## src/rtl/sim_run_ctrl.sv

```systemverilog
// sim_run_ctrl: run-control harness between the top-level clock/reset and the core.
// It holds the core in reset for RST_CYCLES edges and then lets it run. In RUN it
// counts cycles and retired instructions. It ends the run on a store to the tohost
// mailbox (PASS/FAIL) or on a cycle limit (TIMEOUT). Terminal states keep the core in reset.
// Ports:
//   clk, rst (async, active-low)      clock and global reset
//   restart                           single-cycle pulse; re-enters HOLD and clears counters
//   st_valid/st_addr/st_data          data-memory store snoop
//   retire                            one instruction retired this cycle
//   cpu_rst                           active-high reset to the core
//   running/done/pass/timeout         run status (registered)
//   fail_code                         failing test number, nonzero only in FAIL
//   cycle_cnt/instret_cnt             RUN cycles / retired instructions
module sim_run_ctrl #(
  parameter int unsigned       RST_CYCLES     = 2,
  parameter int unsigned       TIMEOUT_CYCLES = 10,
  parameter int unsigned       CNT_W          = 32,
  parameter int unsigned       ADDR_W         = 32,
  parameter int unsigned       DATA_W         = 32,
  parameter logic [ADDR_W-1:0] TOHOST_ADDR    = 32'h0000_1000
) (
  input  logic              clk,
  input  logic              rst,
  input  logic              restart,
  input  logic              st_valid,
  input  logic [ADDR_W-1:0] st_addr,
  input  logic [DATA_W-1:0] st_data,
  input  logic              retire,
  output logic              cpu_rst,
  output logic              running,
  output logic              done,
  output logic              pass,
  output logic              timeout,
  output logic [DATA_W-1:0] fail_code,
  output logic [CNT_W-1:0]  cycle_cnt,
  output logic [CNT_W-1:0]  instret_cnt
);

  localparam int unsigned      HOLD_W    = (RST_CYCLES > 1) ? $clog2(RST_CYCLES) : 1;
  localparam logic [HOLD_W-1:0] HOLD_LAST = HOLD_W'(RST_CYCLES - 1);
  localparam bit               TO_EN     = (TIMEOUT_CYCLES != 0);
  localparam logic [CNT_W-1:0] TO_LAST   = CNT_W'(TIMEOUT_CYCLES - 1);

  typedef enum logic [2:0] {
    S_HOLD,
    S_RUN,
    S_PASS,
    S_FAIL,
    S_TIMEOUT
  } state_t;

  state_t              state_q, state_d;
  logic [HOLD_W-1:0]   hold_q, hold_d;
  logic [CNT_W-1:0]    cyc_d, inst_d;
  logic [DATA_W-1:0]   fail_d;
  logic                cpu_rst_d, running_d, done_d, pass_d, timeout_d;
  logic                mbox_hit;

  // Odd data written to the mailbox terminates the run; even data is a no-op.
  assign mbox_hit = st_valid && (st_addr == TOHOST_ADDR) && st_data[0];

  // State, counters and decoded outputs all register on the same edge.
  always_ff @(posedge clk or negedge rst) begin
    if (!rst) begin
      state_q     <= S_HOLD;
      hold_q      <= '0;
      cpu_rst     <= 1'b1;
      running     <= 1'b0;
      done        <= 1'b0;
      pass        <= 1'b0;
      timeout     <= 1'b0;
      fail_code   <= '0;
      cycle_cnt   <= '0;
      instret_cnt <= '0;
    end else begin
      state_q     <= state_d;
      hold_q      <= hold_d;
      cpu_rst     <= cpu_rst_d;
      running     <= running_d;
      done        <= done_d;
      pass        <= pass_d;
      timeout     <= timeout_d;
      fail_code   <= fail_d;
      cycle_cnt   <= cyc_d;
      instret_cnt <= inst_d;
    end
  end

  // Next state and counters; restart beats mailbox, mailbox beats timeout.
  always_comb begin
    state_d = state_q;
    hold_d  = hold_q;
    cyc_d   = cycle_cnt;
    inst_d  = instret_cnt;
    fail_d  = fail_code;

    if (restart) begin
      state_d = S_HOLD;
      hold_d  = '0;
      cyc_d   = '0;
      inst_d  = '0;
      fail_d  = '0;
    end else begin
      case (state_q)
        S_HOLD: begin
          if (hold_q == HOLD_LAST) begin
            state_d = S_RUN;
            hold_d  = '0;
          end else begin
            hold_d = hold_q + HOLD_W'(1);
          end
        end
        S_RUN: begin
          // The terminating cycle is still counted.
          cyc_d = cycle_cnt + CNT_W'(1);
          if (retire) begin
            inst_d = instret_cnt + CNT_W'(1);
          end
          if (mbox_hit) begin
            if (st_data == DATA_W'(1)) begin
              state_d = S_PASS;
            end else begin
              state_d = S_FAIL;
              fail_d  = st_data >> 1;
            end
          end else if (TO_EN && (cycle_cnt == TO_LAST)) begin
            state_d = S_TIMEOUT;
          end
        end
        S_PASS, S_FAIL, S_TIMEOUT: begin
          state_d = state_q;
        end
        default: begin
          state_d = S_HOLD;
          hold_d  = '0;
        end
      endcase
    end
  end

  // Output decode from the next state so the flags line up with state_q.
  always_comb begin
    cpu_rst_d = (state_d != S_RUN);
    running_d = (state_d == S_RUN);
    done_d    = (state_d == S_PASS) || (state_d == S_FAIL) || (state_d == S_TIMEOUT);
    pass_d    = (state_d == S_PASS);
    timeout_d = (state_d == S_TIMEOUT);
  end

endmodule

```

## config.mk

```make
export PLATFORM = sky130hd
export DESIGN_NAME = sim_run_ctrl
export DESIGN_NICKNAME = d
export VERILOG_FILES = /design/src/rtl/sim_run_ctrl.sv
export SDC_FILE = /design/constraint.sdc
export NUM_CORES = 1
export LEC_CHECK = 0
export CAP_MARGIN = 20
export CORE_ASPECT_RATIO = 1.5
export CORE_MARGIN = 5
export CORE_UTILIZATION = 34
export DETAILED_ROUTE_END_ITERATION = 6
export GPL_TIMING_DRIVEN = 0
export PLACE_DENSITY_LB_ADDON = 0.1
export SLEW_MARGIN = 20
export SYNTH_ARGS = -nofsm -noshare
export SYNTH_HDL_FRONTEND = slang
export SYNTH_SLANG_ARGS = --single-unit
```

## constraint.sdc

```tcl
create_clock -name clk -period 2.35 [get_ports clk]
set_input_delay 0.47 -clock clk [delete_from_list [all_inputs] [get_ports clk]]
set_output_delay 0.47 -clock clk [all_outputs]
set_load 0.02 [all_outputs]
```

==> impl_metrics.tcl <==
set metrics [dict create \
    run_status "complete, no violations" \
    skew_ns 0.01097 \
    antenna_cells 0 \
    die_y_microns 159.2 \
    met3_usage_pct 3.367 \
    clkLatencyLatePin_ns 0.34 \
    cpMaxStageDelayCell "or4_1" \
    synth_fp_nets 563 \
    antenna_left 0 \
    dr.pass1.iters 4 \
    synth_seq_cells 104 \
    via_per_inst 4.867 \
    synth-edff-count 0 \
    avgSynthCellArea_sq_um 10.27 \
    rows 54 \
    initial_core_util_pct 34.57 \
    reg2reg_depth 8 \
    drv_cap 0 \
    dieWidth_microns 109.5 \
    worstPathArrival_ns 2.41 \
    dp_hpwl_microns 10920 \
    cts_buffer_depth 2 \
    timing.fmax_mhz 453.2 \
    synth_warnings 0 \
    core_area_sq_um 14590 \
    cts_hold_buf 0 \
    clock_sinks 104 \
    synth_cells 491 \
    drt-initial-drc-count 79 \
    rsz0062_at_grt "false" \
    stdcell_count 874 \
    tightest_slew_ns 0.6349 \
    portBuffers 168 \
    cts_buffers 9 \
    netlist_area_sq_um 5045 \
    antenna_found_initial 0 \
    cp_max_fo 10 \
    reg2reg_from "state_q[1]$_DFF_PN0_" \
    setup.worst_path.start "st_addr[24]" \
    ys_async_sr_fraction_pct 100.0 \
    fin_crit_ns 2.207 \
    grt_first_pass_wirelength_microns 22640 \
    maxSlewHeadroom_pct 57.63 \
    hold_path.class "in2async" \
    layout.nets 745 \
    drive_above_1_share_pct 7.080 \
    global_route.overflow_total 0 \
    use_met2_pct 28.71 \
    drc 0 \
    synth-main-ff-cell "dfrtp_1" \
    p_per_area_nw_per_um2 498.7 \
    grt_use_total_pct 16.36 \
    gp_congestion 0.7742 \
    startpoint_type "input port" \
    layout_commonest_cell "clkdlybuf4s50_1" \
    clkSlewWorstSetupHoldPaths_ns 0.08 \
    dp_cells 856 \
    path_class "in2reg" \
    num_vias 4254 \
    yosys.area.top_type "dfrtp_1" \
    synth.top_cell.area_share_pct 51.09 \
    rrSetupSlack_ns 0.17 \
    area_growth_pct 45.81 \
    die-area_sq_um 17420 \
    yosysSeqAreaShare_pct 51.61 \
    synth_area_leaders "dfrtp_1 51%, xor2_1 7.8%, nor2_1 7.4%" \
    finalCritPeriodShare_pct 93.90 \
    design_power_total_mw 3.668 \
    setup_total_negative_slack_ns 0 \
    ir_drop_v 0.0002922 \
    nFillCells 1413 \
    p_leak_nw 3.264 \
    grt.busiest_layer "met2" \
    r2r-end "fail_code[20]$_DFFE_PN0P_" \
    finalSetupViolCount 0 \
    tritoncts "yes" \
    wl_per_cell_microns 16.40 \
    cpPeakStageDelay_ns 0.45 \
    cp.required_ns 2.55 \
    wirelength_microns 14330 \
    grt_start_max_net_pins 55 \
    grt_pass1_vias 4387 \
    layout_common_cells "167 x clkdlybuf4s50_1, 103 x dfrtp_1, 100 x nor2_1" \
    ios 170 \
    final_max_slew_viol_count 0 \
    end_kind "flip-flop" \
    htree_levels 3 \
    hold_viol 0 \
    crit_chain "clkdlybuf4s50_1 > nor4b_2 > nand4_1 > or4_1 > buf_6 > buf_12 > mux2i_1 > nor2_1" \
    synth_cell_type_count 45 \
    cts-root-buf "clkbuf_16" \
    grt_util_met1_pct 19.42 \
]
[per-layer routing]
metal  vias up  share of wire, %
li1       2067                 -
met1      2034                41
met2       130                51
met3        23               6.1
met4         0               2.3
met5         -                 0
[through the flow]
step | area [sq um] | utilization (%) | setup slack, ns | hold WS (ns)
global placement | 6972 | 47.77 | -3.340 | 0.5040
global route | 7356 | 50.40 | 0.01012 | 0.09810
floorplan | 5045 | - | 0.3479 | 0.1744
CTS | 7303 | 50.04 | 0.04837 | 0.08117
finish | 7356 | 50.40 | 0.1433 | 0.05991
detailed placement | 7000 | 47.97 | -0.4277 | 0.4560
[registers in the layout, indices dropped and copies added (netlist names)]
name	count
fail_code	31
hold_q	1
cycle_cnt	32
timeout	1
state_q	3
running	1
done	1
instret_cnt	32
cpu_rst	1
pass	1
[report_power, final]
part           switching (mW)  internal [mW]
combinational           0.158          0.176
sequential             0.0148           1.81
clock                   0.680          0.834
total                   0.853           2.82
[logic make-up after synthesis]
| kind of cell | count (synthesis) | share of synthesized area [%] |
|---|---|---|
| muxes | 32 | 6.349 |
| buffers and inverters | 25 | 3.497 |
| AOI/OAI and AO/OA | 20 | 2.406 |
| DFF | 104 | 51.61 |
| and+or+nand+nor | 248 | 25.25 |
| other | 1 | 0.07433 |
| xor gates and xnor gates | 58 | 10.07 |
| adders and majority gates | 3 | 0.7441 |
[synth_stat cells, types with 2 or more instances]
library cell	instances
or3_1	4
and2_1	3
buf_12	3
nand3_1	26
nor3_1	9
ha_1	3
clkbuf_1	11
o21ai_1	2
inv_1	3
nor4_2	2
nand2_1	25
clkbuf_2	2
mux2i_1	32
buf_6	3
nor2b_1	5
and4_1	9
and3_1	8
dfrtp_1	103
nand4_1	23
nor4_1	19
nor4b_1	4
buf_4	2
xor2_1	45
xnor2_1	13
nor2_1	100
o21ai_0	6
a21oi_1	8
[worst max path at each step]
stage | end | slack (ns) | cells after the start
2_1_floorplan | fail_code[0]$_DFFE_PN0P_ | 0.35 | 8
5_1_grt | fail_code[2]$_DFFE_PN0P_ | 0.01 | 8
3_3_place_gp | instret_cnt[11]$_DFFE_PN0P_ | -3.34 | 1
4_1_cts | fail_code[2]$_DFFE_PN0P_ | 0.05 | 8
6_report | fail_code[20]$_DFFE_PN0P_ | 0.14 | 8
3_5_place_dp | cycle_cnt[18]$_DFFE_PN0P_ | -0.43 | 5
[cell type report]
| type | count | area [sq um] | area share, % |
|---|---|---|---|
| sequential | 104 | 2604 | 35.40 |
| clock buffer | 10 | 229.0 | 3.113 |
| clock inverter | 6 | 66.31 | 0.9015 |
| inverter | 3 | 11.26 | 0.1531 |
| buffer | 22 | 166.4 | 2.262 |
| timing repair buffer | 171 | 1725 | 23.46 |
| multi-input combinational | 362 | 2308 | 31.38 |
| tap | 196 | 245.2 | 3.334 |
[timing repair]
action / CTS / global route
setup buffers: 0 / 2
setup endpoints to repair: 27 / 19
pin swaps: 0 / 1
resized for setup: 2 / 6
hold endpoints to repair: 0 / 0
[critical path: cells and delay by family]
kind	cells	cell delay [ns]
simple gates	4	1.04
buf+inv	3	0.74
mux	1	0.16
Note: power is estimated with default switching activity, not from simulation.
